### config.mk
export PLATFORM = sky130hd
export DESIGN_NAME = corr_decoder
export DESIGN_NICKNAME = d
export VERILOG_FILES = /design/src/rtl/corr_decoder.sv
export SDC_FILE = /design/constraint.sdc
export NUM_CORES = 1
export LEC_CHECK = 0
export BUFFER_PORTS_ARGS = -buffer_cell sky130_fd_sc_hd__buf_4
export CORE_MARGIN = 8
export CORE_UTILIZATION = 65
export CTS_BUF_LIST = sky130_fd_sc_hd__clkbuf_16
export CTS_CLUSTER_DIAMETER = 60
export DETAILED_ROUTE_END_ITERATION = 6
export PLACE_DENSITY = 0.82
export REMOVE_ABC_BUFFERS = 1
export SLEW_MARGIN = 20
export SYNTH_ARGS = -nofsm -noshare
export SYNTH_HDL_FRONTEND = slang
export SYNTH_SLANG_ARGS = --single-unit
### constraint.sdc
create_clock -name clk -period 18.8 [get_ports clk]
set_input_delay 0.94 -clock clk [delete_from_list [all_inputs] [get_ports clk]]
set_output_delay 0.94 -clock clk [all_outputs]
set_load 0.01 [all_outputs]
### src/rtl/corr_decoder.sv
// rtl/corr_decoder.sv - serial pattern correlator with mismatch tolerance and hit counter
//
// Purpose:
//   A LEN-bit reference pattern is loaded serially (MSB first), then a serial
//   signal is compared against it. On every RUN cycle the sliding window
//   (including the bit sampled on that edge) is XORed with the pattern, and the
//   mismatches are counted. A match is flagged when the window is full and the
//   mismatch count is within MAXERR. Match cycles are counted in a saturating
//   counter.
//
// Ports:
//   clk    in   1         clock, rising edge
//   clr    in   1         synchronous active-high reset, wins over load
//   load   in   1         start programming a new pattern (IDLE or RUN)
//   prgm   in   1         serial pattern bit, sampled in PROG only
//   sig    in   1         serial signal bit, sampled in RUN only
//   out    out  1         registered match flag
//   ready  out  1         registered, high while in RUN
//   errs   out  CW        registered mismatch count of current window (0 until full)
//   hits   out  CNTW      registered saturating count of match cycles

module corr_decoder #(
  parameter int LEN    = 256,
  parameter int MAXERR = 0,
  parameter int CNTW   = 8
) (
  input  logic                       clk,
  input  logic                       clr,
  input  logic                       load,
  input  logic                       prgm,
  input  logic                       sig,
  output logic                       out,
  output logic                       ready,
  output logic [$clog2(LEN+1)-1:0]   errs,
  output logic [CNTW-1:0]            hits
);

  localparam int CW = $clog2(LEN + 1);

  localparam logic [1:0] S_IDLE = 2'd0;
  localparam logic [1:0] S_PROG = 2'd1;
  localparam logic [1:0] S_RUN  = 2'd2;

  localparam logic [CW-1:0]   LEN_C    = CW'(LEN);
  localparam logic [CW-1:0]   LAST_BIT = CW'(LEN - 1);
  // A tolerance larger than LEN always matches a full window; clamp so it fits CW.
  localparam int              MAXERR_SAT = (MAXERR > LEN) ? LEN : MAXERR;
  localparam logic [CW-1:0]   MAXERR_C = CW'(MAXERR_SAT);
  localparam logic [CNTW-1:0] HITS_MAX = '1;

  logic [1:0]       r_state;
  logic [LEN-1:0]   r_pattern;
  // Only the LEN-1 most recent signal bits are kept; the incoming sig bit
  // completes the window combinationally.
  logic [LEN-2:0]   r_hist;
  logic [CW-1:0]    r_fill;
  logic [CW-1:0]    r_bitcnt;
  logic             r_out;
  logic             r_ready;
  logic [CW-1:0]    r_errs;
  logic [CNTW-1:0]  r_hits;

  logic [LEN-1:0]   w_window;
  logic [LEN-1:0]   w_diff;
  logic [CW-1:0]    w_popcnt;
  logic [CW-1:0]    w_next_fill;
  logic             w_full;
  logic             w_match;

  assign w_window    = {r_hist, sig};
  assign w_diff      = r_pattern ^ w_window;
  assign w_next_fill = (r_fill == LEN_C) ? r_fill : (r_fill + CW'(1));
  assign w_full      = (w_next_fill == LEN_C);
  assign w_match     = w_full && (w_popcnt <= MAXERR_C);

  always_comb begin
    w_popcnt = '0;
    for (int i = 0; i < LEN; i++) begin
      w_popcnt = w_popcnt + CW'(w_diff[i]);
    end
  end

  always_ff @(posedge clk) begin
    if (clr) begin
      r_state   <= S_IDLE;
      r_pattern <= '0;
      r_hist    <= '0;
      r_fill    <= '0;
      r_bitcnt  <= '0;
      r_out     <= 1'b0;
      r_ready   <= 1'b0;
      r_errs    <= '0;
      r_hits    <= '0;
    end else begin
      case (r_state)
        S_IDLE: begin
          r_out  <= 1'b0;
          r_errs <= '0;
          if (load) begin
            r_state  <= S_PROG;
            r_bitcnt <= '0;
            r_hist   <= '0;
            r_fill   <= '0;
            r_hits   <= '0;
          end
        end

        S_PROG: begin
          // load is deliberately not looked at here: a running program
          // sequence can only be aborted by clr.
          r_out     <= 1'b0;
          r_errs    <= '0;
          r_pattern <= {r_pattern[LEN-2:0], prgm};
          if (r_bitcnt == LAST_BIT) begin
            r_state  <= S_RUN;
            r_ready  <= 1'b1;
            r_bitcnt <= '0;
          end else begin
            r_bitcnt <= r_bitcnt + CW'(1);
          end
        end

        S_RUN: begin
          if (load) begin
            // Reprogram request: sig is not shifted on this edge.
            r_state  <= S_PROG;
            r_ready  <= 1'b0;
            r_hist   <= '0;
            r_fill   <= '0;
            r_bitcnt <= '0;
            r_out    <= 1'b0;
            r_errs   <= '0;
            r_hits   <= '0;
          end else begin
            r_hist <= w_window[LEN-2:0];
            r_fill <= w_next_fill;
            r_out  <= w_match;
            r_errs <= w_full ? w_popcnt : '0;
            if (w_match && (r_hits != HITS_MAX)) begin
              r_hits <= r_hits + CNTW'(1);
            end
          end
        end

        default: begin
          r_state <= S_IDLE;
          r_ready <= 1'b0;
          r_out   <= 1'b0;
          r_errs  <= '0;
        end
      endcase
    end
  end

  assign out   = r_out;
  assign ready = r_ready;
  assign errs  = r_errs;
  assign hits  = r_hits;

endmodule
== After elaboration in Yosys (flattened, before gate mapping) ==
Index checks and enable logic that the tools add are counted.
Widths: inputs -> output; s select.

* Word-level logic and storage cells: 315
* Flip-flop bits (word level): 550

* Muxes and demuxes: 19
* Equal/unequal tests: 11
* Order comparisons: 1
* Bitwise gates (word level): 4
* Reductions and logical operators: 13
* Add/sub/neg operators: 258

{| class="wikitable"
|+ Operators with widths
! operator !! count
|-
| $add 9x1->9 || 247
|-
| $mux 255 || 2
|-
| $pmux 255 s2 || 1
|-
| $xor 256x256->256 || 1
|-
| $mux 9 || 4
|-
| $pmux 9 s2 || 2
|-
| $mux 8 || 3
|-
| $add 9x1->9 const B || 2
|-
| $eq 9x9->1 const B || 2
|-
| $pmux 8 s2 || 1
|-
| $add 8x1->9 || 1
|-
| $eq 9x8->1 const B || 1
|-
| $le 9x1->1 const B || 1
|-
| $add 7x1->8 || 1
|-
| $add 8x1->8 const B || 1
|-
| $ne 8x8->1 const B || 1
|-
| $add 6x1->7 || 1
|-
| $add 5x1->6 || 1
|-
| $ne 2x2->1 const B || 3
|-
| $reduce_and 2->1 || 3
|-
| $reduce_and 3->1 || 2
|-
| $add 4x1->5 || 1
|-
| $add 3x1->4 || 1
|-
| $mux 2 || 2
|-
| 16 further kinds || 21
|}

== Depth between registers and ports, before layout ==
Gate-level depths: netlist of run 1.

* Depth in word-level cells: 262
* Depth in mapped cells: 33
* Mapped depth without buffers: 31

== Least setup slack after synthesis of run 1 ==
OpenSTA, ideal clock, no wires.

* Path type: reg2reg
* From: register r_pattern[189]
* To: register r_hits[7], in the netlist hits[7]
* Buffers on the path: 0
* Setup time: 70 ps
* Data required time: 18730 ps
* Cell stages (with the launch flop): 31
* Arrival: 8677 ps
* Setup slack: 10053 ps
* Cell sequence: dfxtp_1 -> xor2_1 -> fa_1 -> inv_1 -> fa_1 -> fa_1 -> inv_1 -> fa_1 -> inv_1 -> fa_1 -> inv_1 -> fa_1 -> inv_1 -> fa_1 -> inv_1 -> fa_1 -> fa_1 -> inv_1 -> fa_1 -> inv_1 -> fa_1 -> ha_1 -> inv_1 -> fa_1 -> nor2b_1 -> o31a_1 -> o31a_1 -> mux2i_1 -> nand4_1 -> or4_1 -> a21boi_1

* Cells in the longest elaborated chain, start to end: 73

{| class="wikitable"
|+ RTL lines
! element !! RTL line !! source
|-
| start, declared || 52 || <nowiki>logic [LEN-1:0] r_pattern;</nowiki>
|-
| start signal, assigned || 113 || <nowiki>r_pattern <= {r_pattern[LEN-2:0], prgm};</nowiki>
|-
| $xor 256x256->256 || 71 || <nowiki>assign w_diff = r_pattern ^ w_window;</nowiki>
|-
| $add 9x1->9 (67 in series) || 79 || <nowiki>w_popcnt = w_popcnt + CW'(w_diff[i]);</nowiki>
|-
| $le 9x1->1 || 74 || <nowiki>assign w_match = w_full && (w_popcnt <= MAXERR_C);</nowiki>
|-
| $logic_and 1x1->1 || 74 ||
|-
| $logic_and 1x1->1 || 139 || <nowiki>if (w_match && (r_hits != HITS_MAX)) begin</nowiki>
|-
| $ne 3x3->1 (no source line) || n/a ||
|-
| $reduce_and 3->1 (no source line) || n/a ||
|-
| end signal, assigned || 140 || <nowiki>r_hits <= r_hits + CNTW'(1);</nowiki>
|-
| end, declared || 61 || <nowiki>logic [CNTW-1:0] r_hits;</nowiki>
|}

Every way passes these cells.
A chain may end at the register's enable or synchronous reset.

== Final worst setup path of run 1 ==
* From: register r_pattern[189]
* To: register r_hits[4], in the netlist hits[4]

Same word-level chain as after synthesis.

==> results.py, run 1 <==
metrics = {
    "run_status": {
        "status": "completed",
    },
    "worst_setup_path": {
        "cp-end-kind": "register",
        "critPathRequiredTime_ns": 19.26,
        "slowest_delay_ns": 0.68,
        "critPathMostFrequentCell": "fa_1",
        "critPathKind": "reg -> reg",
        "arrival_ns": 10.21,
        "startpoint": "r_pattern[189]$_SDFFE_PP0P_",
        "crit_fanout": 8,
        "reg2reg_slack_ns": 9.05,
        "cp-start-kind": "register",
        "r2r_start": "r_pattern[189]$_SDFFE_PP0P_",
        "slowest_stage": "mux2i_1",
        "reg2reg_to": "hits[4]$_SDFFE_PP0P_",
        "reg2reg_depth": 30,
    },
    "final_layout": {
        "drive_gt1_share_pct": 4.771,
        "synthToLayoutAreaGrowth_pct": 8.217,
        "diodes": 0,
        "nFillCells": 2900,
        "final_nets": 2991,
    },
    "placed_design": {
        "port_buffers": 23,
        "place_congestion": 0.8814,
        "hpwl_um": 40000,
    },
    "floorplanning": {
        "placementRows": 74,
        "initial_core_util_pct": 65.93,
        "die_area_sq_mm": 0.04828,
        "die_w_um": 219.7,
        "coreArea_sq_mm": 0.04092,
        "dieHeight_um": 219.7,
        "num_io_pins": 24,
    },
    "logic_synthesis": {
        "synth.distinct_cells": 53,
        "synthAdderAreaFrac_pct": 19.95,
        "synth_top_family_by_area": "adder cells",
        "yosysTopAreaCellShare_pct": 40.81,
        "seq_area_frac_synth_pct": 40.81,
        "yosysMostFrequentCell": "dfxtp_1",
        "synth_xor_area_share_pct": 8.667,
        "avgSynthCellArea_sq_um": 9.779,
        "netlist_instances": 2759,
        "netlist_area_sq_mm": 0.02698,
        "synth_top_cell_by_area": "dfxtp_1",
        "synth_area_leaders": "dfxtp_1 41%, fa_1 18%, a22o_1 8.3%, nand2_1 7.5%, xor2_1 5.1%",
        "yosys_register_bits": 550,
        "synthSimpleGateAreaFrac_pct": 9.687,
        "ys_top_cells_by_count": "550 x dfxtp_1, 538 x nand2_1, 287 x inv_1, 267 x a21oi_1, 255 x a22o_1",
        "async_flop_share_pct": 0,
        "ys_warn_count": 0,
        "synth_compound_area_share_pct": 14.62,
        "ys.flop_type": "dfxtp_1",
        "synth_edf_count": 0,
        "muxShareOfSynthArea_pct": 0.1113,
    },
    "routing": {
        "drt-initial-drc-count": 1756,
        "first_pass_iters": 6,
        "drc_errors": 0,
        "viasPerCell": 5.758,
        "postRouteWirelength_um": 60000,
        "ant_nets": 0,
        "num_vias": 18870,
        "routedWlPerCell_um": 18.30,
    },
    "power_and_ir_drop": {
        "intPower_w": 0.001818,
        "power.leakage_nw": 12.52,
        "p_sw_share_pct": 22.41,
        "powerDensity_mw_per_mm2": 80.24,
        "p_sw_w": 0.0005250,
        "irDropWorstVdd_v": 0.00006533,
        "p_clk_share_pct": 47.3,
        "comb_power_share_pct": 2.9,
        "power.share.sequential_pct": 49.8,
    },
    "cts": {
        "cts.repair.resized": 0,
        "clk_pin_slew_ns": 0.06,
        "clk_latency_ns": 0.62,
        "cts_root_buffer": "clkbuf_16",
        "cts_tree": "yes",
        "clock_path_buffers": 3,
        "cts_hold_buf": 0,
        "cts.htree.levels": 2,
        "clock-sinks": 550,
        "cts_buffers": 56,
        "post_cts.repair.setup_buffers": 0,
    },
    "sta": {
        "rsz0062_at_grt": "no",
        "hold-worst-slack_ns": 0.4716,
        "max_freq_ghz": 0.1025,
        "report.final.slew_viol_count": 0,
        "finalClockSkew_ns": 0.01749,
        "fin_crit_ns": 9.753,
        "tightest_slew_ns": 1.147,
        "finalSetupTns_ns": 0,
        "finalHoldViolCount": 0,
        "period_share_pct": 51.88,
        "slew_headroom_pct": 23.54,
        "setup_viol": 0,
    },
    "hold_path": {
        "worstHoldEndpoint": "r_bitcnt[8]$_SDFFE_PP0P_",
        "holdCritStartpoint": "r_bitcnt[8]$_SDFFE_PP0P_",
        "whs_path_depth": 1,
        "min_path_type": "reg -> reg",
    },
    "flow_run": {
        "maxCapViolations": 0,
    },
    "grt": {
        "antenna_found_initial": 0,
        "grt_pass1_wl_um": 99620,
        "track_usage_pct": 25.35,
        "gr-total-overflow": 0,
        "grt_max_degree": 99,
        "grt_pass1_vias": 19320,
    },
}
cells by family after synthesis:
group,Yosys count
flip-flops,550
multiplexers,3
AND/OR/NAND/NOR,641
buffers and inverters,440
adder cells (fa/ha/maj),285
AO/OA/AOI/OAI,573
XOR/XNOR,267
area by class of cell:
type                    instances  area (sq um)  share of cell area, %
inverters                     287          1077                  3.690
clock buffers                  57          1426                  4.885
flip-flops and latches        550         11010                  37.71
well taps                     532         665.6                  2.280
multi-input cells            1769         14340                  49.10
clock inverters                46         396.6                  1.358
repair buffers                 37         284.0                 0.9727
power by group through the flow:
stage               Sequential [W]  Clock, W  Combinational (W)
floorplan                  0.00119         0          0.0000351
global placement           0.00119         0          0.0000665
detailed placement         0.00119         0          0.0000675
CTS                        0.00117   0.00112          0.0000680
global route               0.00117   0.00117          0.0000750
finish                     0.00117   0.00111          0.0000690
placed cells by master, fill, tap and decap left out, drive strengths merged, types with 2 or more instances in the layout:
cell type	synthesis	layout
or3	7	7
a21boi	2	2
fa	242	242
o31ai	6	6
nor3b	3	3
clkinvlp	0	3
o41ai	3	3
buf	16	36
or4	2	2
and3	9	9
and2	2	2
a21oi	267	267
a31o	2	2
a21o	2	2
nand3	12	12
a31oi	3	3
xnor2	111	111
ha	43	43
mux2i	3	3
clkbuf	137	58
o311ai	3	3
or2	2	2
clkinv	0	18
a22o	255	255
bufinv	0	7
o21a	2	2
nor3	6	6
nand2b	5	5
nand4	5	5
nand4b	3	3
o21ai	15	15
nand3b	3	3
nor2	34	34
dfxtp	550	550
o31a	2	2
xor2	156	156
nand2	538	538
inv	287	305
a22oi	2	2
nor2b	6	6
how the worst max path moves through the flow:
stage	end	slack (ns)	depth (start not counted)
final	hits[4]$_SDFFE_PP0P_	9.05	30
after global placement	hits[7]$_SDFFE_PP0P_	9.58	26
after detailed placement	hits[7]$_SDFFE_PP0P_	9.35	30
after global routing	hits[4]$_SDFFE_PP0P_	8.70	29
after floorplan	errs[4]$_SDFF_PP0_	0.02	3
after CTS	hits[4]$_SDFFE_PP0P_	9.15	30
state kept, by name (all words and copies together), names as in the netlist:
name and cells:
ready 1, errs 9, r_pattern 256, r_bitcnt 9, hits 8, r_hist 255
r_state 2, r_fill 9, out 1
worst max-delay path, delay by kind of cell (launching register included):
kind                       cells  cell delay [ns]
AOI/OAI and AO/OA              4             1.05
xor gates and xnor gates       1             0.18
adders and majority gates     13             6.31
buffers and inverters          9             0.57
DFF                            1             0.33
muxes                          1             0.68
and+or+nand+nor                2             0.48
metrics by stage:
stage / power (W) / area [sq um] / utilization, % / setup WS, ns / std cells
after global placement: 0.001259 / 27380 / 66.89 / 9.584 / 3175
after global routing: 0.002410 / 29200 / 71.35 / 8.700 / 3278
after detailed placement: 0.001260 / 27380 / 66.89 / 9.348 / 3175
after floorplan: 0.001227 / 26400 / - / 0.01510 / 2606
after CTS: 0.002359 / 29200 / 71.35 / 9.150 / 3278
final: 0.002343 / 29200 / 71.35 / 9.047 / 3278
metal layers:
layer	wire (um)	vias to the layer above	part of all wire, %	track usage, %
met5	0	-	0	0
met4	1932	0	3.2	8.926
met3	3005	126	5.0	2.948
met2	29570	575	49	43.15
met1	25490	9375	42	33.27
li1	-	8798	-	-
Power figures use the tool's default switching activity.
==> inputs of run 2 (changes only) <==
--- a/config.mk
+++ b/config.mk
@@ -7,11 +7,11 @@
 export LEC_CHECK = 0
 export BUFFER_PORTS_ARGS = -buffer_cell sky130_fd_sc_hd__buf_4
 export CORE_MARGIN = 8
-export CORE_UTILIZATION = 65
+export CORE_UTILIZATION = 64
 export CTS_BUF_LIST = sky130_fd_sc_hd__clkbuf_16
 export CTS_CLUSTER_DIAMETER = 60
 export DETAILED_ROUTE_END_ITERATION = 6
-export PLACE_DENSITY = 0.82
+export PLACE_DENSITY = 0.8
 export REMOVE_ABC_BUFFERS = 1
 export SLEW_MARGIN = 20
 export SYNTH_ARGS = -nofsm -noshare
==> constraint.sdc (replaced) <==
create_clock -name clk -period 9.1 [get_ports clk]
set_input_delay 0.455 -clock clk [delete_from_list [all_inputs] [get_ports clk]]
set_output_delay 0.455 -clock clk [all_outputs]
set_load 0.01 [all_outputs]
==> results.py, run 2 (synthesis results as in run 1) <==
metrics = {
    "worst_setup_path": {
        "r2r_start": "r_hist[86]$_SDFFE_PP0P_",
        "cp-end-kind": "register",
        "reg2reg_depth": 25,
        "critPathRequiredTime_ns": 9.57,
        "critPathKind": "reg -> reg",
        "reg2reg_to": "hits[5]$_SDFFE_PP0P_",
        "arrival_ns": 9.39,
        "reg2reg_slack_ns": 0.18,
        "cp-start-kind": "register",
        "crit_fanout": 8,
    },
    "grt": {
        "grt_max_degree": 192,
        "track_usage_pct": 24.00,
        "grt_pass1_wl_um": 97960,
        "antenna_found_initial": 0,
        "grt_pass1_vias": 19160,
        "gr-total-overflow": 0,
    },
    "sta": {
        "tightest_slew_ns": 1.193,
        "slew_headroom_pct": 20.50,
        "finalClockSkew_ns": 0.02216,
        "hold-worst-slack_ns": 0.07342,
        "fin_crit_ns": 8.923,
        "max_freq_ghz": 0.1121,
        "finalHoldViolCount": 0,
        "setup_viol": 0,
        "setup_slack_ns": 0.1768,
        "report.final.slew_viol_count": 0,
        "period_share_pct": 98.06,
    },
    "cts": {
        "cts_root_buffer": "clkbuf_16",
        "clock-sinks": 550,
        "clock_path_buffers": 3,
        "clk_pin_slew_ns": 0.06,
        "cts.htree.levels": 2,
        "cts_buffers": 57,
        "cts_hold_buf": 0,
        "cts_tree": "yes",
        "clk_latency_ns": 0.61,
    },
    "routing": {
        "drt-initial-drc-count": 1580,
        "postRouteWirelength_um": 59710,
        "num_vias": 18890,
        "first_pass_iters": 5,
        "routedWlPerCell_um": 18.11,
        "viasPerCell": 5.729,
        "ant_nets": 0,
        "drc_errors": 0,
    },
    "final_layout": {
        "mostFrequentLayoutCell": "nand2_1",
        "synthToLayoutAreaGrowth_pct": 10.03,
        "largest_reg_flops": 256,
        "fin_util_pct": 71.09,
        "seq_area_sq_mm": 0.01105,
        "nFillCells": 2937,
        "final_nets": 3003,
        "final_area_sq_mm": 0.02969,
        "multi_input_area_sq_mm": 0.01467,
        "mostFrequentLayoutCells": "538 x nand2_1, 525 x dfxtp_1, 291 x inv_1",
        "reg.largest.list": "r_pattern x256, r_hist x255",
        "diodes": 0,
        "drive_gt1_share_pct": 8.122,
        "regMostFlops": "r_pattern",
    },
    "placed_design": {
        "place_congestion": 0.8630,
        "place_worst_setup_slack_ns": -0.07379,
        "post_dp_cell_area_sq_mm": 0.02743,
        "port_buffers": 23,
        "hpwl_um": 39660,
    },
    "floorplanning": {
        "die_w_um": 221.3,
        "coreArea_sq_mm": 0.04176,
        "initial_core_util_pct": 64.61,
        "die_area_sq_mm": 0.04898,
        "dieHeight_um": 221.3,
        "placementRows": 75,
        "num_io_pins": 24,
    },
    "power_and_ir_drop": {
        "power.leakage_nw": 12.58,
        "powerDensity_mw_per_mm2": 163.5,
        "p_total_w": 0.004853,
        "irDropWorstVdd_v": 0.0001466,
    },
    "flow_run": {
        "maxCapViolations": 0,
    },
    "hold_path": {
        "min_path_type": "in -> reg",
        "whs_path_depth": 2,
        "worstHoldEndpoint": "r_hist[0]$_SDFFE_PP0P_",
        "holdCritStartpoint": "sig",
    },
    "run_status": {
        "status": "completed",
    },
}
run 2: cell types whose count changed in the layout (fill, tap and decap cells not counted), moves of 5 or more:
cell      change
clkinv_1      +7
xor2_1       -22
dfxtp_2      +23
inv_2         +6
inv_1        -11
dfxtp_1      -25
fa_1          -5
xor2_2       +22
xnor2_2      +17
xnor2_1      -17
fa_2          +5
buf_4         +9
run 2: worst max-delay path by stage:
| stage | endpoint | slack [ns] | cells past startpoint | start |
|---|---|---|---|---|
| 3_3_place_gp | hits[7]$_SDFFE_PP0P_ | 0.10 | 27 | r_pattern[225]$_SDFFE_PP0P_ |
| 5_1_grt | hits[7]$_SDFFE_PP0P_ | -0.08 | 27 | r_hist[86]$_SDFFE_PP0P_ |
| 2_1_floorplan | errs[4]$_SDFF_PP0_ | -9.20 | 3 | load |
| 3_5_place_dp | hits[7]$_SDFFE_PP0P_ | -0.07 | 28 | r_pattern[119]$_SDFFE_PP0P_ |
| 4_1_cts | hits[7]$_SDFFE_PP0P_ | 0.01 | 31 | r_hist[108]$_SDFFE_PP0P_ |
| 6_report | hits[5]$_SDFFE_PP0P_ | 0.18 | 25 | r_hist[86]$_SDFFE_PP0P_ |
run 2: through the flow:
stage | TNS [ns] | instances
global placement | 0 | 3186
floorplan | -1659.42 | 2606
detailed placement | -0.1275 | 3186
finish | 0 | 3297
global route | -0.2027 | 3297
CTS | 0 | 3290
run 2: what timing repair did:
action / 4_1_cts / 5_1_grt
buffers inserted: 0 / 8
setup endpoints to repair: 5 / 8
pin swaps: 0 / 46
gates resized for setup: 5 / 82
run 2: area by class of cell:
| type | instances | area share [%] |
|---|---|---|
| multi-input cells | 1769 | 49.42 |
| flip-flops and latches | 550 | 37.21 |
| clock buffers | 57 | 4.805 |
| inverters | 287 | 3.629 |
| well taps | 539 | 2.272 |
| clock inverters | 47 | 1.366 |
| repair buffers | 48 | 1.294 |
run 2: report_power, final:
part | internal [W] | switching, W | leakage [nW] | total (W)
sequential | 0.00241 | 0.00000159 | 4.44 | 0.00241
clock | 0.00133 | 0.000964 | 0.932 | 0.00230
combinational | 0.0000194 | 0.000127 | 7.20 | 0.000146
total | 0.00376 | 0.00109 | 12.6 | 0.00485
run 2: per-layer routing:
layer	part of all wire (%)	vias to the layer above	track usage [%]	routed length, um
li1	-	8813	-	-
met1	42	9365	30.80	24890
met2	49	576	40.83	29480
met3	5.5	133	3.902	3272
met4	3.5	0	8.545	2063
met5	0	-	0	0
run 2: critical path, cell delays in order, from the launching register on:
cell	delay [ns]
dfxtp_1	0.44
xor2_2	0.22
fa_1	0.46
fa_1	0.55
inv_1	0.07
fa_1	0.60
fa_2	0.48
fa_1	0.55
inv_1	0.06
fa_1	0.53
fa_1	0.45
fa_1	0.54
fa_1	0.55
inv_1	0.05
fa_1	0.48
inv_1	0.05
fa_1	0.49
ha_2	0.19
inv_2	0.04
fa_2	0.37
buf_4	0.15
xor2_1	0.20
nand4_1	0.19
or4_4	0.57
o311ai_1	0.37
o41ai_2	0.14
